**src/rtl/rv32_pkg.sv**
```systemverilog
// Shared definitions for the fetch-stage PC sequencer: PC mux select codes,
// boot address, sequencer state encoding and a PC alignment helper.
package rv32_pkg;

  localparam logic [31:0] BOOT_ADDR = 32'h0000_0000;

  localparam logic [1:0] SRC_BOOT = 2'b00;
  localparam logic [1:0] SRC_EPC  = 2'b01;
  localparam logic [1:0] SRC_TRAP = 2'b10;
  localparam logic [1:0] SRC_NEXT = 2'b11;

  typedef enum logic [1:0] {
    BOOT  = 2'b00,
    RUN   = 2'b01,
    REDIR = 2'b10
  } pc_state_t;

  // Instructions are at least halfword aligned, so bit 0 of a loaded PC is always clear.
  function automatic logic [31:0] align_pc(input logic [31:0] pc);
    return {pc[31:1], 1'b0};
  endfunction

endpackage

```
**src/rtl/pc_sequencer.sv**
```systemverilog
// PC sequencer for the fetch stage: selects the PC mux source, holds the
// architectural PC and only updates it when the instruction bus is ready and
// the pipeline is not stalled. Trap/mret events seen while the PC cannot
// advance are remembered until the next advance cycle.
// Optional feature macro: RV32_MISALIGN_TRAP_EN -- a taken branch to a target
// with bit 1 set is not loaded; instead the next advance loads the trap vector.
module pc_sequencer
  import rv32_pkg::*;
(
  input  logic        clk_in,
  input  logic        rst_in,
  input  logic        ahb_ready_in,
  input  logic        stall_in,
  input  logic        trap_req_in,
  input  logic        mret_in,
  input  logic        branch_taken_in,
  input  logic [31:0] pc_mux_in,
  output logic [1:0]  pc_src_out,
  output logic [31:0] pc_out,
  output logic        pc_load_out,
  output logic        flush_out,
  output logic        trap_taken_out
);

  pc_state_t   state_r;
  logic        pend_trap_r;
  logic        pend_mret_r;
  logic [31:0] pc_r;
  logic        pc_load_r;
  logic        flush_r;
  logic        trap_taken_r;

  logic        advance_s;
  logic        sel_trap_s;
  logic        sel_mret_s;
  logic        misalign_s;
  logic [1:0]  pc_src_s;

  // Event priority encoder: trap (new or pending) beats mret beats sequential/branch flow.
  always_comb begin
    advance_s  = ahb_ready_in & ~stall_in;
    sel_trap_s = 1'b0;
    sel_mret_s = 1'b0;
    pc_src_s   = SRC_BOOT;
`ifdef RV32_MISALIGN_TRAP_EN
    misalign_s = branch_taken_in & pc_mux_in[1];
`else
    misalign_s = 1'b0;
`endif
    case (state_r)
      BOOT: begin
        pc_src_s = SRC_BOOT;
      end
      RUN: begin
        if (pend_trap_r | trap_req_in) begin
          sel_trap_s = 1'b1;
          pc_src_s   = SRC_TRAP;
        end else if (pend_mret_r | mret_in) begin
          sel_mret_s = 1'b1;
          pc_src_s   = SRC_EPC;
        end else begin
          pc_src_s   = SRC_NEXT;
        end
      end
`ifdef RV32_MISALIGN_TRAP_EN
      REDIR: begin
        pc_src_s = SRC_TRAP;
      end
`endif
      default: begin
        pc_src_s = SRC_BOOT;
      end
    endcase
  end

  // Sequencer FSM: PC register, pending-event flags and one-cycle commit pulses.
  always_ff @(posedge clk_in or negedge rst_in) begin
    if (!rst_in) begin
      state_r      <= BOOT;
      pc_r         <= BOOT_ADDR;
      pend_trap_r  <= 1'b0;
      pend_mret_r  <= 1'b0;
      pc_load_r    <= 1'b0;
      flush_r      <= 1'b0;
      trap_taken_r <= 1'b0;
    end else begin
      pc_load_r    <= 1'b0;
      flush_r      <= 1'b0;
      trap_taken_r <= 1'b0;
      case (state_r)
        BOOT: begin
          // Events are not meaningful before the first fetch; they are dropped.
          if (advance_s) begin
            pc_r      <= align_pc(pc_mux_in);
            pc_load_r <= 1'b1;
            state_r   <= RUN;
          end
        end
        RUN: begin
          if (advance_s) begin
            if (sel_trap_s) begin
              // A trap supersedes any mret waiting alongside it.
              pc_r         <= align_pc(pc_mux_in);
              pc_load_r    <= 1'b1;
              flush_r      <= 1'b1;
              trap_taken_r <= 1'b1;
              pend_trap_r  <= 1'b0;
              pend_mret_r  <= 1'b0;
            end else if (sel_mret_s) begin
              pc_r        <= align_pc(pc_mux_in);
              pc_load_r   <= 1'b1;
              flush_r     <= 1'b1;
              pend_mret_r <= 1'b0;
            end else if (misalign_s) begin
              // Misaligned branch target: hold the PC and take the trap next advance.
              state_r <= REDIR;
            end else begin
              pc_r      <= align_pc(pc_mux_in);
              pc_load_r <= 1'b1;
              flush_r   <= branch_taken_in;
            end
          end else begin
            // Repeated requests collapse into the single flag (no queueing).
            if (trap_req_in) begin
              pend_trap_r <= 1'b1;
            end
            if (mret_in) begin
              pend_mret_r <= 1'b1;
            end
          end
        end
`ifdef RV32_MISALIGN_TRAP_EN
        REDIR: begin
          if (advance_s) begin
            pc_r         <= align_pc(pc_mux_in);
            pc_load_r    <= 1'b1;
            flush_r      <= 1'b1;
            trap_taken_r <= 1'b1;
            pend_trap_r  <= 1'b0;
            pend_mret_r  <= 1'b0;
            state_r      <= RUN;
          end
        end
`endif
        default: begin
          state_r     <= BOOT;
          pend_trap_r <= 1'b0;
          pend_mret_r <= 1'b0;
        end
      endcase
    end
  end

  assign pc_src_out     = pc_src_s;
  assign pc_out         = pc_r;
  assign pc_load_out    = pc_load_r;
  assign flush_out      = flush_r;
  assign trap_taken_out = trap_taken_r;

endmodule

```
**config.mk**
```make
export PLATFORM = sky130hd
export DESIGN_NAME = pc_sequencer
export DESIGN_NICKNAME = d
export VERILOG_FILES = /design/src/rtl/rv32_pkg.sv /design/src/rtl/pc_sequencer.sv
export SDC_FILE = /design/constraint.sdc
export NUM_CORES = 1
export LEC_CHECK = 0
export ABC_CLOCK_PERIOD_IN_PS = 2400
export CORE_ASPECT_RATIO = 1.4
export CORE_MARGIN = 5
export CORE_UTILIZATION = 43
export CTS_CLUSTER_DIAMETER = 80
export CTS_CLUSTER_SIZE = 40
export DETAILED_ROUTE_END_ITERATION = 8
export GPL_TIMING_DRIVEN = 0
export PLACE_DENSITY_LB_ADDON = 0.08
export SYNTH_ARGS = -nofsm -noshare
export SYNTH_HDL_FRONTEND = slang
export SYNTH_SLANG_ARGS = --single-unit
```
**constraint.sdc**
```tcl
create_clock -name clk_in -period 2.4 [get_ports clk_in]
set_clock_uncertainty 0.1 [all_clocks]
set_input_delay 0.48 -clock clk_in [delete_from_list [all_inputs] [get_ports clk_in]]
set_output_delay 0.48 -clock clk_in [all_outputs]
set_load 0.1 [all_outputs]
```
==> flow_metrics.env <==
export IMPL_status="complete, no violations"
export IMPL_dpl_worst_slack_ns=-0.5529
export IMPL_internal_power_w=0.001212
export IMPL_hold_viol=0
export IMPL_layout_drive_gt1_share_pct=27.22
export IMPL_yosysTopAreaCellShare_pct=60.51
export IMPL_dr_pass1_iters=4
export IMPL_cp_cell_sequence="clkdlybuf4s50_1"
export IMPL_cts_setup_buffers=0
export IMPL_ant_nets=0
export IMPL_ir_drop_uv=558.6
export IMPL_dp_cells=201
export IMPL_synth_top_family_by_area="multiplexers"
export IMPL_synth_fp_nets=127
export IMPL_max_stage_delay_ns=1.14
export IMPL_drt_total_wl_um=3442
export IMPL_synth_most_common_cell="dfrtp_1"
export IMPL_synthCells=88
export IMPL_tightest_slew_ns=1.005
export IMPL_synth_commonest_cells="37 x dfrtp_1, 26 x mux2_4, 5 x a21oi_1, 5 x mux2_2, 3 x nor2_1"
export IMPL_synth_mux_area_share_pct=29.19
export IMPL_finalCritPeriodShare_pct=98.14
export IMPL_drtIter0Drc=19
export IMPL_grt_max_degree=38
export IMPL_gp_congestion=0.7107
export IMPL_crit_type="flip-flop to output pin"
export IMPL_cts_sinks=37
export IMPL_cts_tree="done"
export IMPL_final_util_pct=70.83
export IMPL_fmax_mhz=424.6
export IMPL_avgSynthCellArea_sq_um=17.39
export IMPL_cp_data_required_time_ns=1.82
export IMPL_route_detailed_drc=0
export IMPL_ioPinCount=76
export IMPL_cp_top_family="buffers and inverters"
export IMPL_path_max_fanout=2
export IMPL_cts_hold_repair_buffers=0
export IMPL_std_cell_rows=25
export IMPL_synthAdderAreaFrac_pct=0
export IMPL_start_util_pct=44.88
export IMPL_port_buffers=73
export IMPL_stdcell_count=209
export IMPL_timing_hold_ws_ns=0.1766
export IMPL_grt_overflow=0
export IMPL_ys_warn_count=0
export IMPL_dieWidth_um=60.42
export IMPL_cts_buffers=5
export IMPL_ys_top_cells_by_area="dfrtp_1 61%, mux2_4 26%, mux2_2 3.7%"
export IMPL_critical_path_buf_inv_count=1
export IMPL_p_leak_nw=1.166
export IMPL_grtUsageTotal_pct=15.15
export IMPL_grt_pass1_wl_um=5326
export IMPL_htreeDepth=2
export IMPL_hold_class="input port to asynchronous set/reset pin"
export IMPL_switching_share_pct=44.43
export IMPL_fin_setup_tns_ns=0
export IMPL_relSlewSlack_pct=32.76
export IMPL_synth_distinct_cells=15
export IMPL_p_sw_w=0.0009690
export IMPL_antenna_cells=0
export IMPL_antenna_found_initial=0
export IMPL_synthSimpleGateAreaFrac_pct=3.271
export IMPL_reg2reg_depth=1
export IMPL_vias=990
export IMPL_dieHeight_um=80.59
export IMPL_yosys_area_share_xor_xnor_pct=0
export IMPL_core_area_sq_um=3410
export IMPL_synthesis_area_sq_um=1530
export IMPL_setup_viol=0
export IMPL_dp_hpwl_um=2614
export IMPL_maxCapViolations=0
export IMPL_synth_edf_count=0
export IMPL_ys_ff_latch=37
export IMPL_viasPerCell=4.737
export IMPL_layout_nets=207
export IMPL_root_buffer="clkbuf_8"
export IMPL_die_area_sq_um=4869
export IMPL_drv_slew=0
export IMPL_clock_latency_ns=0.28
export IMPL_wl_per_cell_um=16.47
export IMPL_grt_pass1_vias=1123
export IMPL_pwr_share_seq_pct=34.5
export IMPL_post_route_min_period_ns=2.355
export IMPL_p_clk_share_pct=18.3
export IMPL_path_depth=1
export IMPL_yosysSeqAreaShare_pct=60.51
export IMPL_cts_buffer_depth=2
export IMPL_clk_pin_slew_ns=0.07
export IMPL_power_density_nw_per_um2=903.1
export IMPL_synth_compound_area_share_pct=2.208
export IMPL_async_reset_ff_share_pct=100.0
export IMPL_cts_resized=6
export IMPL_arrival_ns=1.78
export IMPL_worstSetupEndpointType="output pin"
export IMPL_rsz0062_at_grt="false"
export IMPL_cp_start_kind="flip-flop"
export IMPL_area_growth_pct=57.81
export IMPL_power_frac_comb_pct=47.2
export IMPL_fin_ws_ns=0.04475
export IMPL_dominantRegCellSynth="dfrtp_1"
export IMPL_critPathSlowestCell="clkdlybuf4s50_1"
export IMPL_yosys_area_top_type="dfrtp_1"
cells by family (layout without fill, tap and decap cells):
logic type      Yosys count  count (layout)
compound gates            6               6
buf+inv                   5              86
flops                    37              37
mux                      31              31
other cells               1               1
simple gates              8               8
power by group through the flow:
stage	Clock, W	Combinational (W)	Sequential, W
global placement	0	0.00103	0.000758
floorplan	0	0.000173	0.00135
detailed placement	0	0.00104	0.000764
CTS	0.000415	0.00104	0.000755
finish	0.000400	0.00103	0.000752
global route	0.000447	0.00105	0.000763
area by class of cell:
type | instances | area [sq um]
Tap cell | 40 | 50.05
Fill cell | 258 | 994.7
Timing Repair Buffer | 73 | 754.5
Sequential cell | 37 | 925.9
Multi-Input combinational cell | 46 | 534.3
Clock buffer | 8 | 80.08
Buffer | 5 | 70.07
layer usage:
layer	global-route usage, %	vias up	wire length (um)
li1	-	458	-
met1	16.14	480	1250
met2	25.97	45	1823
met3	6.270	7	316
met4	5.857	0	52
met5	0	-	0
per-stage QoR:
stage	area, sq um	total power (W)
3_3_place_gp	2311	0.001791
4_1_cts	2389	0.002211
5_1_grt	2415	0.002265
6_report	2415	0.002181
3_5_place_dp	2306	0.001803
2_1_floorplan	1530	0.001526
flip-flops by register name, indices dropped and copies added (netlist names):
signal          flops
flush_out           1
pc_load_out         1
pc_out             31
pend_mret_r         1
pend_trap_r         1
state_r             1
trap_taken_out      1
worst paths after layout:
| kind | slack [ns] | endpoint | start |
|---|---|---|---|
| max in group asynchronous | 1.52 | state_r[0]$_DFFE_PN0P_ | rst_in |
| worst max-delay path | 0.04 | pc_out[9] | pc_out[9]$_DFFE_PN0P_ |
| worst min register to register | 0.41 | pc_out[6]$_DFFE_PN0P_ | pc_out[6]$_DFFE_PN0P_ |
| min in group clk_in | 0.41 | pc_out[6]$_DFFE_PN0P_ | pc_out[6]$_DFFE_PN0P_ |
| worst max register to register | 1.42 | state_r[0]$_DFFE_PN0P_ | state_r[0]$_DFFE_PN0P_ |
| worst min-delay path | 0.18 | pc_out[15]$_DFFE_PN0P_ | rst_in |
cells in the final DEF (no fill, tap or decap):
cell,netlist,layout
or2_2,1,1
mux2_4,26,26
buf_4,1,1
nor3_1,1,1
mux2_2,5,5
buf_6,2,2
clkbuf_8,0,5
clkdlybuf4s50_1,0,57
nor2_1,3,3
nor2b_4,1,1
and2_1,1,1
clkdlybuf4s15_2,0,1
buf_12,2,2
conb_1,1,1
buf_2,0,2
a21oi_1,5,5
nand3b_1,1,1
dfrtp_1,37,37
clkbuf_1,0,3
dlymetal6s2s_1,0,13
o31a_1,1,1
Note: power is estimated with default switching activity, not from simulation.
